File: config.mk
export PLATFORM = sky130hd
export DESIGN_NAME = sc_clock_ctrl
export DESIGN_NICKNAME = d
export VERILOG_FILES = /design/src/rtl/sc_clock_ctrl.sv
export SDC_FILE = /design/constraint.sdc
export NUM_CORES = 1
export LEC_CHECK = 0
export CORE_MARGIN = 5
export CORE_UTILIZATION = 55
export DETAILED_ROUTE_END_ITERATION = 6
export GPL_TIMING_DRIVEN = 1
export PLACE_DENSITY_LB_ADDON = 0.3
export RECOVER_POWER = 100
export REMOVE_ABC_BUFFERS = 1
export SKIP_LAST_GASP = 1
export SLEW_MARGIN = 25
export SYNTH_ARGS = -nofsm -noshare
export SYNTH_HDL_FRONTEND = slang
export SYNTH_SLANG_ARGS = --single-unit
File: constraint.sdc
create_clock -name clock -period 4.5 [get_ports clock]
set_clock_uncertainty 0.1 [all_clocks]
set_input_delay 0.45 -clock clock [delete_from_list [all_inputs] [get_ports clock]]
set_output_delay 0.45 -clock clock [all_outputs]
set_load 0.005 [all_outputs]
File: src/rtl/sc_clock_ctrl.sv
// Clock-phase controller: turns one board clock into CPU and memory enables.
// Supports run, halt, single-step and N-step burst modes plus a cycle counter.
module sc_clock_ctrl #(
    parameter int CPU_DIV     = 4,
    parameter int MEM_PER_CPU = 2,
    parameter int CNT_W       = 32,
    parameter int BURST_W     = 16,
    localparam int PH_W       = (CPU_DIV > 1) ? $clog2(CPU_DIV) : 1
) (
    input  logic               clock,
    input  logic               reset,
    input  logic               run,
    input  logic               step,
    input  logic               burst_start,
    input  logic [BURST_W-1:0] burst_len,
    input  logic               halt,
    output logic               cpu_en,
    output logic               mem_en,
    output logic [PH_W-1:0]    phase,
    output logic               busy,
    output logic               done,
    output logic [CNT_W-1:0]   cycle_count
);

    typedef enum logic [1:0] {IDLE, RUN, STEP, BURST} state_t;

    localparam int M = CPU_DIV / MEM_PER_CPU;
    localparam logic [PH_W-1:0] LAST = PH_W'(CPU_DIV - 1);

    state_t             state;
    logic [BURST_W-1:0] remaining;
    logic               boundary;
    logic               mem_hit;

    assign boundary = (phase == LAST);
    assign mem_hit  = ((int'(phase) % M) == (M - 1));

    always_ff @(posedge clock or posedge reset) begin
        if (reset) begin
            state       <= IDLE;
            phase       <= '0;
            cpu_en      <= 1'b0;
            mem_en      <= 1'b0;
            busy        <= 1'b0;
            done        <= 1'b0;
            cycle_count <= '0;
            remaining   <= '0;
        end else begin
            cpu_en <= 1'b0;
            mem_en <= 1'b0;
            done   <= 1'b0;
            if (state == IDLE) begin
                phase <= '0;
                if (halt) begin
                    state <= IDLE;
                end else if (burst_start) begin
                    if (burst_len == '0) begin
                        done <= 1'b1;
                    end else begin
                        remaining <= burst_len;
                        state     <= BURST;
                        busy      <= 1'b1;
                    end
                end else if (step) begin
                    state <= STEP;
                    busy  <= 1'b1;
                end else if (run) begin
                    state <= RUN;
                    busy  <= 1'b1;
                end
            end else begin
                mem_en <= mem_hit;
                if (boundary) begin
                    // Mode changes only here, so a CPU cycle is never cut short.
                    phase       <= '0;
                    cpu_en      <= 1'b1;
                    cycle_count <= cycle_count + 1'b1;
                    unique case (state)
                        RUN: begin
                            if (halt || !run) begin
                                state <= IDLE;
                                busy  <= 1'b0;
                            end
                        end
                        STEP: begin
                            state <= IDLE;
                            busy  <= 1'b0;
                            done  <= 1'b1;
                        end
                        BURST: begin
                            if (halt) begin
                                state <= IDLE;
                                busy  <= 1'b0;
                            end else if (remaining == BURST_W'(1)) begin
                                state     <= IDLE;
                                busy      <= 1'b0;
                                done      <= 1'b1;
                                remaining <= '0;
                            end else begin
                                remaining <= remaining - 1'b1;
                            end
                        end
                        default: begin
                            state <= IDLE;
                            busy  <= 1'b0;
                        end
                    endcase
                end else begin
                    phase <= phase + 1'b1;
                end
            end
        end
    end

endmodule
After elaboration in Yosys (flattened, before gate mapping)
Cells that the tools add are included.
- add/subtract/negate cells: 3
- multipliers: 0
- div/mod/pow operators: 0
- order comparisons: 0
- eq/ne operators: 15
- shift operators: 0
- mux-type cells: 43
- bitwise gates (word level): 1
- reduce and logical (&&, ||, !) cells: 10
- operator list (operator ; count):
    $mux 16 ; 8
    $add 32x1->32 const B ; 1
    $mux 2 ; 12
    $mux 1 ; 20
    $eq 16x1->1 const B ; 1
    $logic_not 16->1 ; 1
    $sub 16x1->16 const B ; 1
    $ne 4x4->1 const B ; 3
    $reduce_and 6->1 ; 2
    $ne 3x3->1 const B ; 3
    $eq 2x2->1 const B ; 3
    $ne 2x2->1 const B ; 3
    $ne 5x5->1 const B ; 1
    $reduce_and 5->1 ; 1
    $pmux 1 s2 ; 2
    $pmux 2 s2 ; 1
    $reduce_bool 2->1 ; 2
    $add 2x1->2 const B ; 1
    $eq 2x1->1 const B ; 1
    $logic_not 2->1 ; 1
    $reduce_and 2->1 ; 1
    $logic_not 1->1 ; 1
    $logic_or 1x1->1 ; 1
    $not 1->1 ; 1
- register bits after elaboration: 56
- bits in latches: 0
- memory bits (writable): 0
- ROM bits: 0
- bits of input ports: 22
- output and inout port bits: 38
- logic and storage cells: 80
- memories: 0

Logic depth before layout (Yosys ltp)
Gate-level depths: netlist (run 1).
- depth in word-level cells: 6
- depth in mapped cells: 7

Worst setup path before layout (run 1)
OpenSTA, ideal clock, no wires.
- path type: register to register
- start: reg remaining[2]
- end: reg state[0]
- arrival time: 1.856 ns
- slack: 2.419 ns
- cell stages (with the launch flop): 7
- path buffers: 1
- period minus slack after synthesis: 2.081 ns
- path through: dfrtp_1 > nor4_4 > nand2b_1 > buf_2 > o31a_1 > a211o_1 > mux2_4
- cells in the longest elaborated chain, start to end: 3
- ends and longest elaborated chain (what ; RTL line ; text):
    start, declared ; 31 ; logic [BURST_W-1:0] remaining;
    start signal, assigned ; 60 ; remaining <= burst_len;
    start signal, assigned ; 100 ; remaining <= remaining - 1'b1;
    $eq 16x1->1 ; 94 ; end else if (remaining == BURST_W'(1)) begin
    $ne 4x4->1 (no source line) ; - ;
    $reduce_and 5->1 (no source line) ; - ;
    end signal, assigned ; 92 ; state <= IDLE;
    end signal, assigned ; 95 ; state <= IDLE;
    end signal, assigned ; 104 ; state <= IDLE;
    end, declared ; 30 ; state_t state;
No other way between the ends.
A chain may end at the register's enable or synchronous reset.

Worst setup path in the final report (run 1)
- start: in burst_len[14]
- end: reg remaining[11]
- cells in the longest elaborated chain, start to end: 3
- ends and longest elaborated chain (what ; RTL line ; text):
    start, declared ; 15 ; input logic [BURST_W-1:0] burst_len,
    $logic_not 16->1 ; 57 ; if (burst_len == '0) begin
    $ne 2x2->1 (no source line) ; - ;
    $reduce_and 6->1 (no source line) ; - ;
No other way between the ends.

==> results of run 1 <==
==> cell usage in the layout, fill, tap and decap left out, drive strengths merged, types with 2 or more instances in the layout <==
cell	n
o41ai	2
o2bb2ai	6
nand4	11
nor4b	2
nor3b	3
nor4	12
xor2	7
nand2	32
xnor2	24
dlygate4sd3	40
dfrtp	56
o21ai	21
inv	9
and4	2
a21o	3
or3	2
nand2b	5
nor2	23
and2	3
ha	4
clkdlybuf4s50	19
or2	3
a21oi	18
o211ai	2
nand3	10
and3	4
nor3	7
a22o	3
clkbuf	9
a32oi	3
a22oi	4
==> state kept, by name (all words and copies together), names as in the netlist <==
register	count
cycle_count	32
remaining	16
phase	2
state	2
busy	1
cpu_en	1
done	1
mem_en	1
==> critical path, cell delays in order <==
cell,delay (ns)
dlygate4sd3_1,0.56
nor4_1,0.48
nand4_1,0.32
a32oi_1,0.28
clkbuf_1,0.63
o21ai_0,0.21
o21ai_0,0.12
==> synth_stat cells (all sizes together), types with 2 or more instances <==
cell type  number  area, um2
a22o            3      26.28
and4            2      17.52
nor3b           3      22.52
o2bb2ai         6      52.55
xnor2          24      210.2
a21oi          18      90.09
o21ai          21      105.1
nand4          11      75.07
a22oi           4      30.03
dfrtp          56       1401
ha              4      50.05
and3            4      25.02
nand3          10      50.05
inv             8      30.03
o41ai           2      17.52
and2            3      18.77
or3             2      12.51
nand2b          5      31.28
nor2           23      86.33
nor4b           2      32.53
nand2          32      120.1
or2             3      18.77
a32oi           3      26.28
clkbuf          8      31.28
buf             4      22.52
xor2            7      61.31
a21o            3      22.52
o211ai          2      15.01
nor4           12      120.1
nor3            7      40.04
==> layer usage <==
metal  wire length, um  global-route usage
met1              3022              0.2717
met2              3489              0.3507
met3               465             0.04146
met4               158             0.05848
met5                 0                   0
==> cell type report <==
cell class	instances	area (um2)	share of cell area
multi-input cells	229	1461	0.3957
well taps	70	87.58	0.02371
clock inverters	2	38.79	0.01050
inverters	8	30.03	0.008130
clock buffers	6	72.57	0.01965
repair buffers	62	601.8	0.1629
flip-flops and latches	56	1401	0.3794
==> kinds of logic after synthesis <==
| kind of cell | count (synthesis) |
|---|---|
| simple gates | 122 |
| buf+inv | 20 |
| mux | 1 |
| fa+ha+maj | 4 |
| compound gates | 71 |
| xor+xnor | 31 |
| flops | 56 |
==> metrics by stage <==
stage	util	instances
5_1_grt	0.7141	433
2_1_floorplan	-	293
4_1_cts	0.7228	433
3_3_place_gp	0.7013	425
3_5_place_dp	0.7013	425
6_report	0.7141	433
==> how the worst max path moves through the flow <==
stage	endpoint	start	slack, ns
after global placement	remaining[2]$_DFFE_PP0P_	burst_len[14]	1.82
after global routing	remaining[12]$_DFFE_PP0P_	reset	1.08
after floorplan	state[0]$_DFFE_PP0P_	state[0]$_DFFE_PP0P_	2.28
final	remaining[11]$_DFFE_PP0P_	burst_len[14]	1.58
after detailed placement	remaining[12]$_DFFE_PP0P_	burst_len[14]	1.85
after CTS	cycle_count[21]$_DFFE_PP0P_	phase[0]$_DFF_PP0_	2.09
==> report_power, final <==
group	switching [mW]	total, mW	leakage, nW	internal [mW]
clock	0.168	0.336	0.0558	0.169
combinational	0.354	0.609	0.828	0.255
sequential	0.139	0.744	0.744	0.605
==> impl_metrics.tcl, run 1 <==
set metrics [dict create \
    hold_path_end "cycle_count[31]$_DFFE_PP0P_" \
    synthXorXnorAreaFrac 0.09110 \
    routed_wl_um 7136 \
    die_w_um 83.61 \
    dpl_cell_area_um2 3627 \
    synthSimpleGateAreaFrac 0.2334 \
    hold_path_class "reg -> reg" \
    fin_nets 388 \
    cts_tree "done" \
    cp.arrival_ns 3.05 \
    drc 0 \
    crit_type "in -> reg" \
    setup_slack_ns 1.577 \
    rr_endpoint "cycle_count[20]$_DFFE_PP0P_" \
    postCtsResizedCells 0 \
    p_total_mw 1.690 \
    syn_area_per_cell_um2 9.772 \
    r2r_start "phase[0]$_DFF_PP0_" \
    rrSetupSlack_ns 1.60 \
    clock_latency_ns 0.31 \
    grt_pass1_vias 2570 \
    avgRoutedWirePerCell_um 16.48 \
    antenna_found_initial 0 \
    yosysWarnings 0 \
    status "finished with violations" \
    synthCells 305 \
    whs_path_depth 1 \
    fin_crit_sh 0.6495 \
    violations "capacitance limit, slew limit" \
    ant_nets 0 \
    cts_root_buf "clkbuf_8" \
    required_ns 4.62 \
    clk_pin_slew_ns 0.10 \
    synthAdderAreaFrac 0.01679 \
    core-area_um2 5172 \
    post_cts_buffers 0 \
    rsz0062_at_grt "no" \
    worst_pin_slew_ns 1.580 \
    final.setup.tns_ns 0 \
    path_max_fanout 17 \
    min_period_ns 2.923 \
    gp_congestion 0.9325 \
    numCtsBuffers 5 \
    ys_ff_latch 56 \
    viasPerCell 5.988 \
    muxShareOfSynthArea 0.005038 \
    synth_edf_count 0 \
    cts.sinks 56 \
    grt_pass1_wl_um 12160 \
    vias 2593 \
    synth.distinct_cells 49 \
    ir_drop_v 0.0002959 \
    pre_cts_ws_ns 1.845 \
    dieArea_um2 6991 \
    die_h_um 83.61 \
    area_growth_pct 23.93 \
    setup_viol 0 \
    synthFlopType "dfrtp_1" \
    whs_ns 0.3712 \
    num_antenna_cells 0 \
    portBuffers 59 \
    cap_violations 1 \
    start_kind "primary input" \
    fillers 389 \
    hold_buffers 0 \
    powerDensity_nw_per_um2 457.5 \
    synthArstFlopShare 1.000 \
    row_count 26 \
    synth_top_family_by_area "simple AND/OR/NAND/NOR gates" \
    initial_utilization 0.5762 \
    drv_slew 31 \
    syn-cell-area_um2 2980 \
    endpoint_kind "flop" \
    grt_usage 0.2079 \
    layout-drive-gt1-share 0.03857 \
    min_from "cycle_count[31]$_DFFE_PP0P_" \
    p_leak_nw 1.628 \
    reg2reg_depth 6 \
    place_hpwl_um 5387 \
    grt_max_degree 31 \
    drt-initial-drc-count 325 \
    finalHoldViolCount 0 \
    ios 60 \
    synth_compound_area_frac 0.1553 \
    grt_overflow 0 \
    fmaxAchievable_ghz 0.3422 \
    relSlewSlack -0.05305 \
    design_area_um2 3694 \
    htree_levels 2 \
    ys_seq_area_frac 0.4702 \
    dr.pass1.iters 5 \
    clk_path_buf_depth 2 \
]
Power figures use the tool's default switching activity.
==> inputs of run 2 (changes only) <==
--- a/config.mk
+++ b/config.mk
@@ -6,7 +6,7 @@
 export NUM_CORES = 1
 export LEC_CHECK = 0
 export CORE_MARGIN = 5
-export CORE_UTILIZATION = 55
+export CORE_UTILIZATION = 52
 export DETAILED_ROUTE_END_ITERATION = 6
 export GPL_TIMING_DRIVEN = 1
 export PLACE_DENSITY_LB_ADDON = 0.3
==> constraint.sdc (replaced) <==
create_clock -name clock -period 2.87 [get_ports clock]
set_clock_uncertainty 0.1 [all_clocks]
set_input_delay 0.287 -clock clock [delete_from_list [all_inputs] [get_ports clock]]
set_output_delay 0.287 -clock clock [all_outputs]
set_load 0.005 [all_outputs]
==> run 2 against run 1 <==
Effect of this change: the run now ends clean; sequential share of layout area shrank 0.38 points; total power is 53% higher; cell count is 1.4% higher; sequential cell count did not move; die area is 5.1% higher; sequential power rose by 56%; via count shrank 2.8%; final area increased by 1.0%; clock power up 32%; hold slack improved by 0.0026 ns.
==> impl_metrics.tcl, run 2 (synthesis results as in run 1) <==
set metrics [dict create \
    routed_wl_um 6897 \
    relSlewSlack 0.1571 \
    area_growth_pct 25.19 \
    clk_path_buf_depth 2 \
    num_antenna_cells 0 \
    fin_nets 392 \
    dpl_cell_area_um2 3660 \
    cts_tree "done" \
    avgRoutedWirePerCell_um 15.71 \
    rr_endpoint "remaining[9]$_DFFE_PP0P_" \
    min_from "cycle_count[31]$_DFFE_PP0P_" \
    clock_latency_ns 0.30 \
    antenna_found_initial 0 \
    required_ns 2.97 \
    vias 2520 \
    die_h_um 85.71 \
    design_area_um2 3731 \
    fin_crit_sh 0.8651 \
    fmaxAchievable_ghz 0.4028 \
    place_hpwl_um 5173 \
    rrSetupSlack_ns 0.39 \
    dieArea_um2 7345 \
    rsz0062_at_grt "no" \
    ant_nets 0 \
    drc 0 \
    p_leak_nw 1.665 \
    grt_max_degree 31 \
    grt_pass1_wl_um 11950 \
    viasPerCell 5.740 \
    hold_buffers 0 \
    final_common_cell "dfrtp_1" \
    crit_type "reg -> reg" \
    clk_pin_slew_ns 0.10 \
    reg2reg_depth 6 \
    grt_usage 0.1987 \
    dr.pass1.iters 4 \
    largest_reg_flops 32 \
    hold_path_end "cycle_count[31]$_DFFE_PP0P_" \
    ir_drop_v 0.0007281 \
    finalHoldViolCount 0 \
    post_cts_buffers 0 \
    postCtsResizedCells 0 \
    p_total_mw 2.579 \
    core-area_um2 5540 \
    endpoint_kind "flop" \
    die_w_um 85.71 \
    row_count 27 \
    grt_pass1_vias 2499 \
    final.setup.tns_ns 0 \
    cts_root_buf "clkbuf_8" \
    drt-initial-drc-count 134 \
    r2r_start "state[1]$_DFFE_PP0P_" \
    cp.arrival_ns 2.58 \
    grt_overflow 0 \
    top_register "cycle_count" \
    whs_path_depth 1 \
    whs_ns 0.3737 \
    portBuffers 59 \
    drv_slew 0 \
    final_util 0.6734 \
    hold_path_class "reg -> reg" \
    powerDensity_nw_per_um2 691.1 \
    setup_viol 0 \
    start_kind "flop" \
    layout-drive-gt1-share 0.04905 \
    mostFrequentLayoutCells "dfrtp_1, dlygate4sd3_1, nand2_1, xnor2_1, nor2_1" \
    cts.sinks 56 \
    path_max_fanout 17 \
    htree_levels 2 \
    initial_utilization 0.5379 \
    largestRegisters "cycle_count (32), remaining (16)" \
    cap_violations 0 \
    worst_pin_slew_ns 1.264 \
    min_period_ns 2.483 \
    gp_congestion 0.9144 \
    numCtsBuffers 5 \
    status "finished clean" \
    ios 60 \
]
==> run 2: worst max-delay path: stages, from the launching register on <==
cell and delay, ns:
dfrtp_1 0.51, or2_0 0.49, nor2_1 0.17, a32oi_1 0.22, clkbuf_1 0.59, a21oi_1 0.11, a21o_1 0.18
==> run 2: layout make-up <==
type,count,area (um2)
clock buffers,7,86.33
clock inverters,1,7.507
well taps,72,90.09
flip-flops and latches,56,1401
inverters,8,30.03
multi-input cells,229,1491
repair buffers,66,624.3
fillers,469,1809
==> run 2: layer usage <==
metal | GRT usage | wire, um | up-vias
li1 | - | - | 1231
met1 | 0.2726 | 3038 | 1194
met2 | 0.3192 | 3329 | 89
met3 | 0.04515 | 463 | 6
met4 | 0.05036 | 65 | 0
met5 | 0 | 0 | -
==> run 2: how the worst max path moves through the flow <==
stage	endpoint	depth (start not counted)	slack [ns]	start
floorplan	state[0]$_DFFE_PP0P_	4	0.65	state[0]$_DFFE_PP0P_
global placement	remaining[2]$_DFFE_PP0P_	5	0.46	burst_len[11]
detailed placement	cycle_count[26]$_DFFE_PP0P_	6	0.47	phase[0]$_DFF_PP0_
CTS	cycle_count[26]$_DFFE_PP0P_	6	0.46	phase[0]$_DFF_PP0_
global route	remaining[9]$_DFFE_PP0P_	6	0.19	state[1]$_DFFE_PP0P_
finish	remaining[9]$_DFFE_PP0P_	6	0.39	state[1]$_DFFE_PP0P_
==> run 2: power breakdown <==
| part | switching, mW | leakage, nW | internal, mW | total (mW) |
|---|---|---|---|---|
| Sequential | 0.215 | 0.744 | 0.949 | 1.16 |
| Clock | 0.248 | 0.0445 | 0.197 | 0.445 |
| Combinational | 0.545 | 0.877 | 0.425 | 0.970 |
| Total | 1.01 | 1.67 | 1.57 | 2.58 |
==> run 2: through the flow <==
step	cells	setup WS, ns
finish	439	0.3872
global route	439	0.1857
CTS	439	0.4574
detailed placement	431	0.4741
global placement	431	0.4591
floorplan	293	0.6533
